## config.mk

```make
export PLATFORM = sky130hd
export DESIGN_NAME = mem_arbiter
export DESIGN_NICKNAME = d
export VERILOG_FILES = /design/src/rtl/mem_arbiter.sv
export SDC_FILE = /design/constraint.sdc
export NUM_CORES = 1
export LEC_CHECK = 0
export ABC_AREA = 1
export CORE_MARGIN = 1
export CORE_UTILIZATION = 40
export DETAILED_ROUTE_END_ITERATION = 6
export DONT_BUFFER_PORTS = 1
export HOLD_SLACK_MARGIN = 0.12
export PLACE_DENSITY = 0.64
export SYNTH_ARGS = -nofsm -noshare
export SYNTH_HDL_FRONTEND = slang
export SYNTH_SLANG_ARGS = --single-unit
export TNS_END_PERCENT = 10
```

## constraint.sdc

```tcl
create_clock -name clk -period 3.85 [get_ports clk]
set_input_delay 0.77 -clock clk [delete_from_list [all_inputs] [get_ports clk]]
set_output_delay 0.77 -clock clk [all_outputs]
set_load 0.005 [all_outputs]
```

## src/rtl/mem_arbiter.sv

```systemverilog
// Round-robin arbiter and fixed-latency sequencer sharing one single-port memory
// between the CPU port and a loader/DMA device port.
module mem_arbiter #(
    parameter int ADDR_W    = 32,
    parameter int DATA_W    = 32,
    parameter int MEM_LAT   = 1,
    parameter int MEM_WORDS = 256
) (
    input  logic              clk,
    input  logic              reset,
    input  logic              cpu_req,
    input  logic              cpu_we,
    input  logic [ADDR_W-1:0] cpu_addr,
    input  logic [DATA_W-1:0] cpu_wdata,
    output logic              cpu_ack,
    output logic              cpu_err,
    output logic [DATA_W-1:0] cpu_rdata,
    input  logic              dev_req,
    input  logic              dev_we,
    input  logic [ADDR_W-1:0] dev_addr,
    input  logic [DATA_W-1:0] dev_wdata,
    input  logic              dev_lock,
    output logic              dev_ack,
    output logic              dev_err,
    output logic [DATA_W-1:0] dev_rdata,
    output logic              mem_en,
    output logic              mem_we,
    output logic [ADDR_W-3:0] mem_addr,
    output logic [DATA_W-1:0] mem_wdata,
    input  logic [DATA_W-1:0] mem_rdata,
    output logic              busy
);

    // state  | meaning
    // IDLE   | sample requests, arbitrate, latch command, range check
    // ISSUE  | single mem_en strobe for the latched command
    // WAIT   | count down the read latency, capture mem_rdata at zero
    // DONE   | one-cycle ack/err to the owner, update round-robin pointer
    typedef enum logic [1:0] {
        S_IDLE  = 2'd0,
        S_ISSUE = 2'd1,
        S_WAIT  = 2'd2,
        S_DONE  = 2'd3
    } state_t;

    localparam logic [ADDR_W-2:0] LP_WORDS  = (ADDR_W-1)'(MEM_WORDS);
    localparam logic [2:0]        LP_LAT_M1 = 3'(MEM_LAT - 1);

    state_t            r_state;
    state_t            w_next;
    logic              r_owner_dev;
    logic              r_we;
    logic              r_err;
    logic              r_last_dev;
    logic [ADDR_W-3:0] r_addr;
    logic [DATA_W-1:0] r_wdata;
    logic [DATA_W-1:0] r_cpu_rdata;
    logic [DATA_W-1:0] r_dev_rdata;
    logic [2:0]        r_cnt;

    logic              w_grant;
    logic              w_grant_dev;
    logic              w_sel_we;
    logic [ADDR_W-3:0] w_sel_idx;
    logic [DATA_W-1:0] w_sel_wdata;
    logic              w_out_of_range;
    logic              w_unused;

    // Lock only overrides a tie; an idle device port never blocks the CPU.
    assign w_grant        = cpu_req | dev_req;
    assign w_grant_dev    = dev_req & (~cpu_req | dev_lock | ~r_last_dev);
    assign w_sel_we       = w_grant_dev ? dev_we : cpu_we;
    assign w_sel_idx      = w_grant_dev ? dev_addr[ADDR_W-1:2] : cpu_addr[ADDR_W-1:2];
    assign w_sel_wdata    = w_grant_dev ? dev_wdata : cpu_wdata;
    assign w_out_of_range = {1'b0, w_sel_idx} >= LP_WORDS;
    assign w_unused       = ^{cpu_addr[1:0], dev_addr[1:0]};

    always_ff @(posedge clk or negedge reset) begin
        if (!reset) begin
            r_state <= S_IDLE;
        end else begin
            r_state <= w_next;
        end
    end

    always_comb begin
        w_next = r_state;
        case (r_state)
            S_IDLE: begin
                if (w_grant) begin
                    w_next = w_out_of_range ? S_DONE : S_ISSUE;
                end
            end
            S_ISSUE: w_next = r_we ? S_DONE : S_WAIT;
            S_WAIT: begin
                if (r_cnt == 3'd0) begin
                    w_next = S_DONE;
                end
            end
            S_DONE:  w_next = S_IDLE;
            default: w_next = S_IDLE;
        endcase
    end

    always_ff @(posedge clk or negedge reset) begin
        if (!reset) begin
            r_owner_dev <= 1'b0;
            r_we        <= 1'b0;
            r_err       <= 1'b0;
            r_last_dev  <= 1'b0;
            r_addr      <= '0;
            r_wdata     <= '0;
            r_cpu_rdata <= '0;
            r_dev_rdata <= '0;
            r_cnt       <= 3'd0;
        end else begin
            case (r_state)
                S_IDLE: begin
                    if (w_grant) begin
                        r_owner_dev <= w_grant_dev;
                        r_we        <= w_sel_we;
                        r_addr      <= w_sel_idx;
                        r_wdata     <= w_sel_wdata;
                        r_err       <= w_out_of_range;
                        // A rejected read completes with zero data.
                        if (w_out_of_range && !w_sel_we) begin
                            if (w_grant_dev) begin
                                r_dev_rdata <= '0;
                            end else begin
                                r_cpu_rdata <= '0;
                            end
                        end
                    end
                end
                S_ISSUE: r_cnt <= LP_LAT_M1;
                S_WAIT: begin
                    if (r_cnt == 3'd0) begin
                        if (r_owner_dev) begin
                            r_dev_rdata <= mem_rdata;
                        end else begin
                            r_cpu_rdata <= mem_rdata;
                        end
                    end else begin
                        r_cnt <= r_cnt - 3'd1;
                    end
                end
                S_DONE:  r_last_dev <= r_owner_dev;
                default: r_cnt <= 3'd0;
            endcase
        end
    end

    assign mem_en    = (r_state == S_ISSUE);
    assign mem_we    = (r_state == S_ISSUE) & r_we;
    assign mem_addr  = r_addr;
    assign mem_wdata = r_wdata;
    assign busy      = (r_state != S_IDLE);
    assign cpu_ack   = (r_state == S_DONE) & ~r_owner_dev;
    assign dev_ack   = (r_state == S_DONE) & r_owner_dev;
    assign cpu_err   = cpu_ack & r_err;
    assign dev_err   = dev_ack & r_err;
    assign cpu_rdata = r_cpu_rdata;
    assign dev_rdata = r_dev_rdata;

endmodule

```

## Word-level counts from Yosys, hierarchy flattened

Cells that the tools add are included.

- Register bits after elaboration: 135
- Bits in latches: 0
- RAM bits: 0
- Memory bits (read-only): 0
- Output and inout port bits: 133
- Logic and storage cells: 69
- Memories: 0

- Add/sub/neg operators: 1
- $mul: 0
- Divide/modulo/power cells: 0
- $lt $le $gt $ge: 1
- Equality and inequality tests: 11
- Shift operators: 0
- Muxes and demuxes: 22
- Bitwise operators: 12
- Reductions and logical operators: 12

Operators with widths:

| cell | number |
|---|---|
| 32-bit 2-to-1 mux | 11 |
| 32-bit one-hot mux with 2 select lines | 2 |
| 30-bit by 9-bit greater-or-equal comparator with 1-bit output, second input constant | 1 |
| 30-bit 2-to-1 mux | 1 |
| 2-bit inequality test, second input constant | 8 |
| 6-bit AND reduction | 2 |
| 2-bit one-hot mux with 4 select lines | 1 |
| 1-bit bitwise AND | 6 |
| 2-bit 2-to-1 mux | 3 |
| 3-bit one-hot mux with 2 select lines | 1 |
| 2-bit AND reduction | 3 |
| 2-bit nonzero test | 3 |
| 2-bit == test, second input constant | 2 |
| 3-bit logical NOT | 1 |
| 3-bit 2-to-1 mux | 1 |
| 1-bit inverter | 3 |
| 1-bit bitwise OR | 3 |
| 3-bit by 1-bit subtractor with 3-bit output, second input constant | 1 |
| 2-bit by 1-bit == test with 1-bit output, second input constant | 1 |
| 2-bit logical NOT | 1 |
| 1-bit 2-to-1 mux | 2 |
| 1-bit logical AND | 1 |
| 1-bit logical NOT | 1 |

## Longest topological paths before layout

- Depth after elaboration: 10
- Gate-level depth with buffers: 17
- Mapped depth without buffers: 15

## Worst setup path before layout

OpenSTA, ideal clock, no wires.

- Path kind: input to register
- From: in dev_req
- To: reg r_cpu_rdata[12], in the netlist cpu_rdata[12]
- Data arrival time: 2.215 ns
- Required time: 3.733 ns
- Path slack: 1.518 ns
- Stages on the path: 16
- Buffers on the path: 5
- Cell sequence: buf_2 nand2_2 buf_6 buf_6 nand2_1 nand2_1 nor2_1 nand3_1 nor2_1 nand2_2 nand3_2 nand2_2 buf_6 buf_6 nand3_1 nand2_1

- Cells in the longest elaborated chain, start to end: 6

Ends and longest elaborated chain:

| element | line | source |
|---|---|---|
| from (decl) | 18 | `input logic dev_req,` |
| 1-bit bitwise AND | 71 | `assign w_grant_dev = dev_req & (~cpu_req \| dev_lock \| ~r_last_dev);` |
| 30-bit 2-to-1 mux or 1-bit 2-to-1 mux (tied branches) | 73, 72 |  |
| 30-bit by 9-bit greater-or-equal comparator with 1-bit output or 1-bit logical NOT (tied branches) | 75, 126 |  |
| 1-bit logical AND | 126 | `if (w_out_of_range && !w_sel_we) begin` |
| 2-bit inequality test (no source line) | -- |  |
| 6-bit AND reduction (no source line) (*) | -- |  |
| to (signal assigned) | 141 | `r_cpu_rdata <= mem_rdata;` |
| to (decl) | 57 | `logic [DATA_W-1:0] r_cpu_rdata;` |

Mark *: on every way between the ends. The rest lies on a longest branch, timed or not.
A chain may end at the register's enable or synchronous reset.

## Worst setup path in the final report

- From: in dev_lock
- To: reg r_dev_rdata[10], in the netlist dev_rdata[10]

- Cells in the longest elaborated chain, start to end: 8

Ends and longest elaborated chain:

| element | line | source |
|---|---|---|
| from (decl) | 22 | `input logic dev_lock,` |
| 1-bit bitwise OR (*) (2 in series) | 71 |  |
| 1-bit bitwise AND (*) | 71 |  |
| 30-bit 2-to-1 mux or 1-bit 2-to-1 mux (tied branches) | 73, 72 |  |
| 30-bit by 9-bit greater-or-equal comparator with 1-bit output or 1-bit logical NOT (tied branches) | 75, 126 |  |
| 1-bit logical AND | 126 |  |
| 2-bit inequality test (no source line) | -- |  |
| 6-bit AND reduction (no source line) (*) | -- |  |
| to (signal assigned) | 139 | `r_dev_rdata <= mem_rdata;` |
| to (decl) | 58 | `logic [DATA_W-1:0] r_dev_rdata;` |

Marks and branches as above.

==> summary.txt <==
Placement
  • Dpl cell area: 6470 um^2
  • Port bufs: 0
  • GPL Wtd Cong: 0.816
  • Hpwl dp: 11,900 um
  • Pre-CTS setup slack: 0.477 ns
  • Cells after DPL: 977

Layout
  • Design Area, Final: 7040 um^2
  • Multi-input logic area: 2520 um^2
  • Fin cells: 1,009
  • Share of layout cells above drive strength 1: 6.77%
  • Fin util: 45.8%
  • Commonest non-fill, non-tap cell in the layout: nand2_1
  • Fill count: 1,566
  • Sequential cell area: 3380 um^2
  • Final nets: 958
  • Layout area overhead: 10.3%
  • Most frequent cells in the layout: nand2_1 (287), dfrtp_1 (135), nand3_1 (72)
  • Diode count: 0

Worst setup path
  • CP endpoint kind: register
  • WS Path Type: input pin to register
  • Crit Path Max Fanout: 42
  • Crit path required time: 4.20 ns
  • CP delay by family, top: simple AND/OR/NAND/NOR gates
  • Critical-path top delay cell: nand2_2
  • CP Buf/Inv Count: 2
  • Critical Path, Cell by Cell: inv_1, nand3_2, nand2_2, buf_4, nand2_1, nand2_1, nand2_1, nor2_1, nand2_1, nor2_1, nand2_2, nand3_2, nand2_2, nand2_2, nand2_1, nand2_1
  • Startpoint types: input pin
  • CP max stage delay: 0.50 ns
  • CP dominant cell by count: nand2_1
  • CP arrival: 3.27 ns

Clock tree
  • Register clock-pin slew on the reported worst setup and hold paths: 0.06 ns
  • Cts repair resizes: 0
  • Worst skew pair latency: 0.42 ns
  • Clk sinks: 135
  • Clock Path Buffers: 2
  • CTS tree: built
  • Root Driver: clkbuf_16
  • Num CTS Buffers: 17
  • H-Tree Level Count: 4
  • Post-CTS setup buffer count: 0

Yosys
  • Post-synth net total: 979
  • Top-area cell type share of the netlist area: 52.9%
  • Ys Warns: 0
  • Sequential cell area fraction in the yosys report: 52.9%
  • Syn avg cell area: 7.92 um^2
  • Mapped cell area: 6380 um^2
  • Cell count after synthesis: 806
  • Top post-synthesis cells by area: dfrtp_1 (53%), nand2_1 (17%), nand3_1 (5.6%)
  • Yosys cell types: 24
  • Largest area contributor in the netlist: dfrtp_1
  • #FFs+latches synth: 135

Global routing
  • Pin count of the biggest net entering global routing: 136
  • GR Util All Layers: 21.5%
  • Gr ovfl total: 0
  • Antenna violations before repair: 0
  • Vias in the first global route: 4,829
  • First-pass GRT wire length: 27,000 um

Route
  • Post-route DRC violation count: 0
  • Wire length on met1: 7060 um
  • Met2 WL: 8790 um
  • Met3 wire length: 1560 um
  • Top sig layer: met4
  • Final WL: 17,600 um
  • Via Count: 5,202
  • DRT iter0 DRCs: 285
  • Drt first pass iters: 5
  • DRT antenna net count: 0
  • Via/cell ratio: 5.16
  • DR WL/cell: 17.5 um

Timing
  • Share of the cycle needed by the critical path after routing: 76.0%
  • FMAX: 0.342 GHz
  • Final setup violation count: 0
  • Worst hold slack: 0.0532 ns
  • RSZ-0062 raised after global routing: false
  • Sum of negative setup slack: 0 ns
  • Slew @ Worst Pin: 1.05 ns
  • Hold Vio Cnt, Final: 0
  • Final Skew: 0.00815 ns
  • Rel. slew slack: 29.9%
  • Final worst slack: 0.926 ns
  • Min Tclk post-route: 2.92 ns
  • Slew Viols, Final: 0

Power
  • Pwr Density: 859 nW/um^2
  • Total Power: 6.04 mW
  • VDD IR-drop max: 0.000658 V
  • Leak: 3.69 nW

Flow run
  • Max Cap Viol: 0

Floorplan
  • Die Wd: 128 um
  • Num ports: 300
  • Core area: 15,400 um^2
  • DIE AREA: 16,500 um^2
  • Row count: 45
  • DIE HEIGHT: 128 um
  • Starting density of the core: 41.5%

Status
  • Status: complete, no violations

Worst hold path
  • Hold WC Path Type: input pin to async pin
==> routing by layer <==
metal	GRT usage [%]	vias to the layer above
li1	-	2517
met1	26.6	2436
met2	35.9	233
met3	6.97	16
met4	6.44	0
met5	0	-
==> synthesized netlist by cell type <==
library cell  number
a221oi_2           1
clkbuf_1          29
nor2_1            68
a22oi_1            1
buf_1              1
nand3_1           72
buf_4              1
buf_2             10
o21ai_0           16
buf_6             10
ha_1               6
xor2_1             1
inv_1             58
a31oi_1           22
inv_2              1
nor3_1             1
nand3_2            2
dfrtp_1          135
mux2i_1            1
a21oi_1           70
nand2_1          287
nand3b_1           7
nand2_2            5
o31ai_2            1
==> path summary, 6_finish.rpt <==
path | cells past startpoint | startpoint | slack, ns | endpoint
min in group clk | 2 | r_we | 0.49 | r_we
hold / removal | 0 | reset | 0.05 | cpu_rdata[2]
max in group asynchronous | 0 | reset | 3.64 | mem_wdata[0]
setup / recovery | 16 | dev_lock | 0.93 | dev_rdata[10]
setup reg to reg | 15 | r_last_dev | 0.96 | dev_rdata[10]
hold reg to reg | 2 | r_we | 0.49 | r_we
==> final cells by class <==
type | count | share of cell area (%)
clock buffers | 19 | 6.30
clock inverters | 13 | 1.74
inverters | 59 | 3.15
multi-input cells | 561 | 35.9
flip-flops and latches | 135 | 48.0
well taps | 211 | 3.75
repair buffers | 11 | 1.17
==> kinds of logic after synthesis <==
kind of cell	Yosys count	synth area share (%)
AOI/OAI and AO/OA	111	9.45
xor gates and xnor gates	1	0.137
adders and majority gates	6	1.18
buffers and inverters	110	7.90
DFF	135	52.9
muxes	1	0.157
and+or+nand+nor	442	28.2
==> sequential cells by signal (all words and copies together) (netlist names) <==
name,flops
cpu_rdata,32
dev_rdata,32
mem_addr,30
mem_wdata,32
r_cnt,3
r_err,1
r_last_dev,1
r_owner_dev,1
r_state,2
r_we,1
==> where the power goes <==
part           internal, mW  switching, mW
combinational         0.583           1.34
sequential             2.02          0.537
clock                 0.913          0.653
total                  3.51           2.53
Power figures use the tool's default switching activity.
